[config.mk]
export PLATFORM = sky130hd
export DESIGN_NAME = sw_bist
export DESIGN_NICKNAME = d
export VERILOG_FILES = /design/src/rtl/sw_bist_pkg.sv /design/src/rtl/sw_debounce.sv /design/src/rtl/sw_bist.sv
export SDC_FILE = /design/constraint.sdc
export NUM_CORES = 1
export LEC_CHECK = 0
export CAP_MARGIN = 20
export CELL_PAD_IN_SITES_DETAIL_PLACEMENT = 1
export CELL_PAD_IN_SITES_GLOBAL_PLACEMENT = 2
export CORE_ASPECT_RATIO = 0.5
export CORE_MARGIN = 4
export CORE_UTILIZATION = 35
export CTS_CLUSTER_DIAMETER = 40
export CTS_CLUSTER_SIZE = 25
export DETAILED_ROUTE_END_ITERATION = 8
export DONT_BUFFER_PORTS = 1
export PLACE_DENSITY_LB_ADDON = 0.1
export RECOVER_POWER = 50
export SYNTH_ARGS = -nofsm -noshare
export SYNTH_HDL_FRONTEND = slang
export SYNTH_SLANG_ARGS = --single-unit
[constraint.sdc]
create_clock -name clk -period 2.57 [get_ports clk]
set_input_delay 0.514 -clock clk [delete_from_list [all_inputs] [get_ports clk]]
set_output_delay 0.514 -clock clk [all_outputs]
set_load 0.02 [all_outputs]
[src/rtl/sw_bist_pkg.sv]
// Shared types and helpers for the switch self-test checker.
package sw_bist_pkg;

  typedef enum logic [2:0] {
    S_IDLE,
    S_ARM,
    S_TEST,
    S_PASS,
    S_FAIL
  } state_t;

  localparam logic [15:0] LED_ALL = 16'hFFFF;

  // Bits needed to hold any value in 0..max_val (at least one bit).
  function automatic int cnt_w(input int max_val);
    return (max_val < 2) ? 1 : $clog2(max_val + 1);
  endfunction

endpackage

[src/rtl/sw_debounce.sv]
// 16-bit switch synchronizer with a shared sample tick and two-sample debounce.
module sw_debounce
  import sw_bist_pkg::*;
#(
  parameter int DEBOUNCE_CYC = 1_000_000
) (
  input  logic        clk,
  input  logic        rst_n,
  input  logic [15:0] d_raw,
  output logic [15:0] d_db
);

  localparam int            TW       = cnt_w(DEBOUNCE_CYC - 1);
  localparam logic [TW-1:0] TICK_MAX = TW'(DEBOUNCE_CYC - 1);

  logic [15:0]   sync1, sync2, samp;
  logic [TW-1:0] tick_cnt;
  logic          tick;
  logic [15:0]   agree;

  assign tick  = (tick_cnt == TICK_MAX);
  // A bit is accepted only when this sample matches the previous one.
  assign agree = ~(sync2 ^ samp);

  // Two-flop synchronizer on the raw switch pins.
  always_ff @(posedge clk or negedge rst_n) begin
    if (!rst_n) begin
      sync1 <= '0;
      sync2 <= '0;
    end else begin
      sync1 <= d_raw;
      sync2 <= sync1;
    end
  end

  // Free-running tick shared by all 16 bits.
  always_ff @(posedge clk or negedge rst_n) begin
    if (!rst_n)    tick_cnt <= '0;
    else if (tick) tick_cnt <= '0;
    else           tick_cnt <= tick_cnt + TW'(1);
  end

  // On each tick, take a new sample and update bits whose last two samples agree.
  always_ff @(posedge clk or negedge rst_n) begin
    if (!rst_n) begin
      samp <= '0;
      d_db <= '0;
    end else if (tick) begin
      samp <= sync2;
      d_db <= (sync2 & agree) | (d_db & ~agree);
    end
  end

endmodule

[src/rtl/sw_bist.sv]
// Switch self-test: require all switches off, then see each go off->on->off.
module sw_bist
  import sw_bist_pkg::*;
#(
  parameter int CLK_HZ       = 100_000_000,
  parameter int DEBOUNCE_CYC = 1_000_000,
  parameter int TIMEOUT_S    = 30
) (
  input  logic        clk,
  input  logic        rst_n,
  input  logic        start,
  input  logic [15:0] sw,
  output logic [15:0] led,
  output logic        busy,
  output logic        pass,
  output logic        fail
);

  localparam int              PW      = cnt_w(CLK_HZ - 1);
  localparam int              SECW    = cnt_w(TIMEOUT_S);
  localparam int              BW      = cnt_w(CLK_HZ / 2 - 1);
  localparam logic [PW-1:0]   PRE_MAX = PW'(CLK_HZ - 1);
  localparam logic [SECW-1:0] SEC_MAX = SECW'(TIMEOUT_S);
  localparam logic [BW-1:0]   BLK_MAX = BW'(CLK_HZ / 2 - 1);

  logic [15:0]     sw_db;
  logic            start_s1, start_s2, start_prev, start_edge;
  logic [BW-1:0]   blk_cnt;
  logic            blink;
  state_t          state;
  logic [15:0]     seen_hi, done;
  logic [PW-1:0]   pre_cnt;
  logic [SECW-1:0] sec_cnt;
  logic            expired, arm_go;

  sw_debounce #(.DEBOUNCE_CYC(DEBOUNCE_CYC)) u_db (
    .clk   (clk),
    .rst_n (rst_n),
    .d_raw (sw),
    .d_db  (sw_db)
  );

  // Start button synchronizer plus previous-value register for edge detect.
  always_ff @(posedge clk or negedge rst_n) begin
    if (!rst_n) begin
      start_s1   <= 1'b0;
      start_s2   <= 1'b0;
      start_prev <= 1'b0;
    end else begin
      start_s1   <= start;
      start_s2   <= start_s1;
      start_prev <= start_s2;
    end
  end

  assign start_edge = start_s2 & ~start_prev;
  // Start is only honoured outside ARM/TEST.
  assign arm_go     = start_edge &&
                      (state == S_IDLE || state == S_PASS || state == S_FAIL);
  assign expired    = (sec_cnt == SEC_MAX);

  // 1 Hz blink, free-running from reset.
  always_ff @(posedge clk or negedge rst_n) begin
    if (!rst_n) begin
      blk_cnt <= '0;
      blink   <= 1'b0;
    end else if (blk_cnt == BLK_MAX) begin
      blk_cnt <= '0;
      blink   <= ~blink;
    end else begin
      blk_cnt <= blk_cnt + BW'(1);
    end
  end

  // Test FSM with masks and the ARM-anchored timeout (progress never extends it).
  always_ff @(posedge clk or negedge rst_n) begin
    if (!rst_n) begin
      state   <= S_IDLE;
      seen_hi <= '0;
      done    <= '0;
      pre_cnt <= '0;
      sec_cnt <= '0;
    end else begin
      if (arm_go) begin
        pre_cnt <= '0;
        sec_cnt <= '0;
      end else if (pre_cnt == PRE_MAX) begin
        pre_cnt <= '0;
        if (!expired) sec_cnt <= sec_cnt + SECW'(1);
      end else begin
        pre_cnt <= pre_cnt + PW'(1);
      end

      case (state)
        S_ARM: begin
          seen_hi <= '0;
          done    <= '0;
          if (sw_db == '0)  state <= S_TEST;
          else if (expired) state <= S_FAIL;
        end
        S_TEST: begin
          seen_hi <= seen_hi | sw_db;
          done    <= done | (seen_hi & ~sw_db);
          // Completion beats a coincident timeout.
          if (done == LED_ALL) state <= S_PASS;
          else if (expired)    state <= S_FAIL;
        end
        S_IDLE, S_PASS, S_FAIL: begin
          if (arm_go) begin
            state   <= S_ARM;
            seen_hi <= '0;
            done    <= '0;
          end
        end
        default: state <= S_IDLE;
      endcase
    end
  end

  // Registered outputs decoded from state and masks.
  always_ff @(posedge clk or negedge rst_n) begin
    if (!rst_n) begin
      led  <= '0;
      busy <= 1'b0;
      pass <= 1'b0;
      fail <= 1'b0;
    end else begin
      busy <= (state == S_ARM) || (state == S_TEST);
      pass <= (state == S_PASS);
      fail <= (state == S_FAIL);
      case (state)
        S_IDLE:  led <= sw_db;
        S_ARM:   led <= blink ? LED_ALL : '0;
        S_TEST:  led <= done;
        S_PASS:  led <= LED_ALL;
        S_FAIL:  led <= blink ? ~done : '0;
        default: led <= '0;
      endcase
    end
  end

endmodule

== Word level (Yosys, flattened, before mapping) ==
Cells that the tools add are included.

* Flip-flop bits (word level): 200
* Input port bits: 19
* Output and inout port bits: 19
* Logic and storage cells: 77

* Add/subtract/negate cells: 4
* Eq/ne operators: 11
* Multiplexer cells: 18
* Bitwise gates (word level): 14
* Reduce and logical (&&, ||, !) cells: 11

{| class="wikitable"
|+ Operators by type and width
! kind !! count
|-
| 16-bit one-hot mux with 3 select lines || 2
|-
| 16-bit one-hot mux with 5 select lines || 1
|-
| 16-bit inverter || 4
|-
| 27-bit two-way mux || 2
|-
| 16-bit AND || 3
|-
| 16-bit two-way mux || 3
|-
| 16-bit OR || 3
|-
| 27-bit by 1-bit adder with 27-bit output (second input constant) || 1
|-
| 27-bit == test (second input constant) || 1
|-
| 26-bit by 1-bit adder with 26-bit output (second input constant) || 1
|-
| 26-bit == test (second input constant) || 1
|-
| 26-bit two-way mux || 1
|-
| 20-bit by 1-bit adder with 20-bit output (second input constant) || 1
|-
| 20-bit == test (second input constant) || 1
|-
| 20-bit two-way mux || 1
|-
| 16-bit == test (second input constant) || 1
|-
| 16-bit logical NOT || 1
|-
| 16-bit bitwise XOR || 1
|-
| 5-bit two-way mux || 3
|-
| 3-bit two-way mux || 4
|-
| 3-bit one-hot mux with 3 select lines || 1
|-
| 3-bit by 2-bit == test with 1-bit output (second input constant) || 2
|-
| 5-bit by 1-bit adder with 5-bit output (second input constant) || 1
|-
| 5-bit == test (second input constant) || 1
|-
| other kinds (13) || 17
|}

== Depth between registers and ports, before layout ==
* Word-level depth: 6
* Gate-level depth with buffers: 7
* Gate-level depth less buffers: 6

== By module ==
A second synthesis with hierarchy kept.

* Cells, all modules: 799
* Area total of the unflattened synthesis: 8853.5 um2

{| class="wikitable"
|+ By module, submodules not included
! module !! times used !! cells an instance !! area each (um2) !! sequential area each (um2)
|-
| sw_bist || 1 || 555 || 5596.6 || 2902.8
|-
| sw_debounce || 1 || 244 || 3256.9 || 2102.0
|}

== Worst setup path after synthesis ==
OpenSTA, ideal clock, no wires.

* Path type: register to register
* From: register pre_cnt[0]
* To: register sec_cnt[4]
* Library setup time: 78 ps
* Arrival time: 1887 ps
* Data required time: 2492 ps
* Path slack: 604 ps
* Stages on the path, launching flop included: 7
* Path buffers: 0
* Period minus slack after synthesis: 1966 ps
* Path through: dfrtp_1 > ha_1 > and3_2 > nand2b_4 > or4_4 > or3_1 > a21oi_1

* Longest elaborated chain between the ends: 3

{| class="wikitable"
|+ Ends and longest elaborated chain
! what !! line !! source
|-
| start: declaration || sw_bist.sv:32 || <nowiki>logic [PW-1:0] pre_cnt;</nowiki>
|-
| start signal: assignment || sw_bist.sv:91 || <nowiki>pre_cnt <= pre_cnt + PW'(1);</nowiki>
|-
| 27-bit == test || sw_bist.sv:87 || <nowiki>end else if (pre_cnt == PRE_MAX) begin</nowiki>
|-
| 2-bit nonzero test (no source line) || n/a ||
|-
| 2-bit AND reduction (no source line) || n/a ||
|-
| end signal: assignment || sw_bist.sv:89 || <nowiki>if (!expired) sec_cnt <= sec_cnt + SECW'(1);</nowiki>
|-
| end: declaration || sw_bist.sv:33 || <nowiki>logic [SECW-1:0] sec_cnt;</nowiki>
|}

Every way passes these cells.
A chain may end at the register's enable or synchronous reset.

==> results.md <==
- DRC errors left: 0
- Num CTS Buffers: 17
- Slowest stage delay, CP: about 0.70 ns
- Synth Flop Type: dfrtp_1
- Synth area leader: dfrtp_1
- Die height: roughly 120 µm
- Ys Warns: 0
- DP Area: around 8700 µm²
- Detailed Routing Iterations Pass 1: 4
- Finish-stage setup viols: 0
- CTS H-tree lvls: 4
- Max Slew Vio Count: 0
- Failing checks: hold timing
- Critical path class: reg -> reg
- PwrDens: approximately 800 nW/µm²
- Post-Route WL: around 19000 µm
- Worst path cell trace: nor4_1 > nand4b_1 > or3_1 > o21ai_0 > a21oi_1
- Largest net degree at the start of global routing: roughly 200
- Post-route cell area: just over 9000 µm²
- Commonest cells post-synth: dfrtp_1 (200), nor2_1 (96), o21ai_0 (74), a21oi_1 (71), nand2_1 (45)
- Layout cell share with drive strength beyond 1: a little over 8%
- Antenna violations before repair: 0
- Layout area overhead: 12.3%
- Avg Synthesized Cell Area: slightly above 10 µm²
- Status: complete, but fails checks
- Setup_tns: 0 ns
- Routed Antenna Nets: 0
- TritonCTS clock tree: done
- Total gr overflow: 0
- Total track usage: around 16%
- Crit share post-route: 86.3%
- Total core area: roughly 23000 µm²
- Min cycle time layout: about 2.2 ns
- Post-detailed-route via-to-cell ratio: 5.05
- Post_cts resized: 0
- Sequential fraction of the synthesis area: between 60% and 70%
- Latest clock arrival within the worst-skew pair: 0.45 ns
- Yosys cell types: 44
- Post-synth EDFFs: 0
- Max clock buf depth: 2
- DP HPWL: approximately 12000 µm
- 1st-iter DRT viols: ~300
- Final hold vios: 200
- Required time worst endpoint: 2.90 ns
- Leak: around 4.1 nW
- Post-synth top area share: approximately 60%
- Switching Share: roughly a third
- Sequential fraction of design power: between 40% and 50%
- Worst hold margin: -0.236 ns
- Start of the worst register-to-register path: u_db.tick_cnt[7]$_DFF_PN0_
- Row cnt: 39
- CP max FO: 20
- Syn Std Cell Area: around 8300 µm²
- First-pass GRT wire length: 32400 µm
- Drt wl/cell: about 17 µm
- Full die area: 26400 µm²
- Synth Register Bits: 200
- Switch Pwr: 2.35 mW
- Syn nets: approximately 820
- Via total after detailed routing: about 5700
- Fin util: 40.4%
- Worst slew margin: roughly 56%
- CTS root buffer: clkbuf_16
- Crit. End Element: register
- Starting Density: a little over a third
- Layout fillers: between 2000 and 3000
- Clock transition at path regs: roughly 0.080 ns
- Max capacitance violation total: 0
- Comb pwr share: between 10 and 15%
- Largest cells by area after synthesis: dfrtp_1 (60%), o21ai_0 (4.5%), nor2_1 (4.3%)
- Max Fclk: approximately 450 MHz
- Worst-Margin Slew: roughly 0.66 ns
- Clock power share: ~37%
- Worst VDD drop: 0.411 mV
- Clock Skew: 0.00864 ns
- RSZ-0062 raised after global routing: no
- Final nets: 830
- Slowest cell on the critical path: or3_1
- Asr flop ratio synth: between 90% and 100%
- Cell count after synthesis: approximately 800
- Die X: approximately 230 µm
- # IOs: 38
- CP startpoint kind: register
- Vias in the first global route: 6055
- Worst hold path type: in -> async
- Cell Int Power: slightly above 5 mW
- Placer Congestion: 0.755
- I/O Buffers: 0
- Data arrival time of the critical path: between 2 and 3 ns
- Worst setup path start: u_db.tick_cnt[7]$_DFF_PN0_
- Total clock sinks: 200
- Final Power: around 7.4 mW
- Most common cell in the netlist: dfrtp_1
- Ant. Diodes: 0
## stage by stage
stage               setup slack [ns]  cells
finish                         0.352   1126
global route                   0.150   1126
CTS                            0.291   1126
detailed placement             0.330   1094
global placement               0.377   1094
floorplan                      0.604    798
## flip-flops by register name (all words and copies together), names as in the netlist, named ones only
register,cells
pre_cnt,27
blk_cnt,26
u_db.tick_cnt,20
done,16
led,16
seen_hi,16
u_db.samp,16
u_db.sync1,16
u_db.sync2,16
sec_cnt,5
state,3
blink,1
busy,1
fail,1
pass,1
start_prev,1
start_s1,1
start_s2,1
## power groups by stage
stage	combinational (mW)	sequential, mW	clock [mW]
after global routing	1.17	3.68	2.99
final	1.01	3.65	2.75
after global placement	1.01	3.72	0
after detailed placement	1.03	3.73	0
after floorplan	0.708	3.67	0
after CTS	1.03	3.66	2.84
## cell families after synthesis
kind of cell / Yosys count / share of synthesized area, %
AND/OR/NAND/NOR: 275 / 17.2
flip-flops: 200 / 60.3
AO/OA/AOI/OAI: 182 / 11.6
buffers and inverters: 74 / 3.53
XOR/XNOR: 62 / 6.55
adder cells (fa/ha/maj): 5 / 0.754
## placed cells by master (no fill, tap or decap), types with 3 or more instances in the layout
master     netlist  final
inv_6            0      6
nor3_1           9      9
a21oi_1         71     71
nor4_1          10     10
inv_8            0      4
nor2_1          96     95
clkbuf_16        0     17
a31oi_1         17     17
buf_4            0     19
nand2b_1         6      6
or3_1            4      4
nand2_1         45     45
nand4_1         31     31
and4_1           5      5
ha_1             5      5
inv_1           43     43
dfrtp_1        200    200
nand3b_1         4      4
and3_1           9      9
nand3_1         31     31
and2_1           4      4
o21ai_0         74     74
xor2_1          38     38
nor4b_1          3      3
o22ai_1         16     16
xnor2_1         24     24
## path summary, 6_finish.rpt
check	slack (ns)	cells past startpoint	end
setup / recovery	0.35	5	register
hold / removal	-0.24	0	pre_cnt[12]$_DFF_PN0_
min in group clk	0.08	0	u_db.sync1[11]$_DFF_PN0_
setup reg to reg	0.35	5	register
max in group asynchronous	2.39	0	state[1]$_DFFE_PN0P_
hold reg to reg	0.34	0	u_db.sync2[13]$_DFF_PN0_
## critical path: cells and delay by family, from the launching register on
family / cells / cell delay (ns)
simple gates: 3 / 1.27
compound gates: 2 / 0.39
flops: 1 / 0.44
## final cells by class
type / count / area, µm² / share of cell area, %
flip-flops and latches: 200 / 5000 / 53.7
multi-input cells: 524 / 3020 / 32.4
clock buffers: 18 / 439 / 4.71
well taps: 307 / 384 / 4.12
repair buffers: 20 / 163 / 1.75
inverters: 43 / 161 / 1.73
clock inverters: 14 / 149 / 1.60
## per-layer routing
layer | vias up | share of wire [%] | global-route usage (%)
met5 | - | 0 | 0
met4 | 0 | 1.3 | 5.30
met3 | 17 | 1.9 | 3.21
met2 | 29 | 46 | 24.9
met1 | 2854 | 51 | 21.7
li1 | 2789 | - | -
## repair_timing
action	CTS	global route
buffers inserted	0	0
setup endpoints to repair	0	0
hold endpoints to repair	200	200
Note: power is estimated with default switching activity, not from simulation.
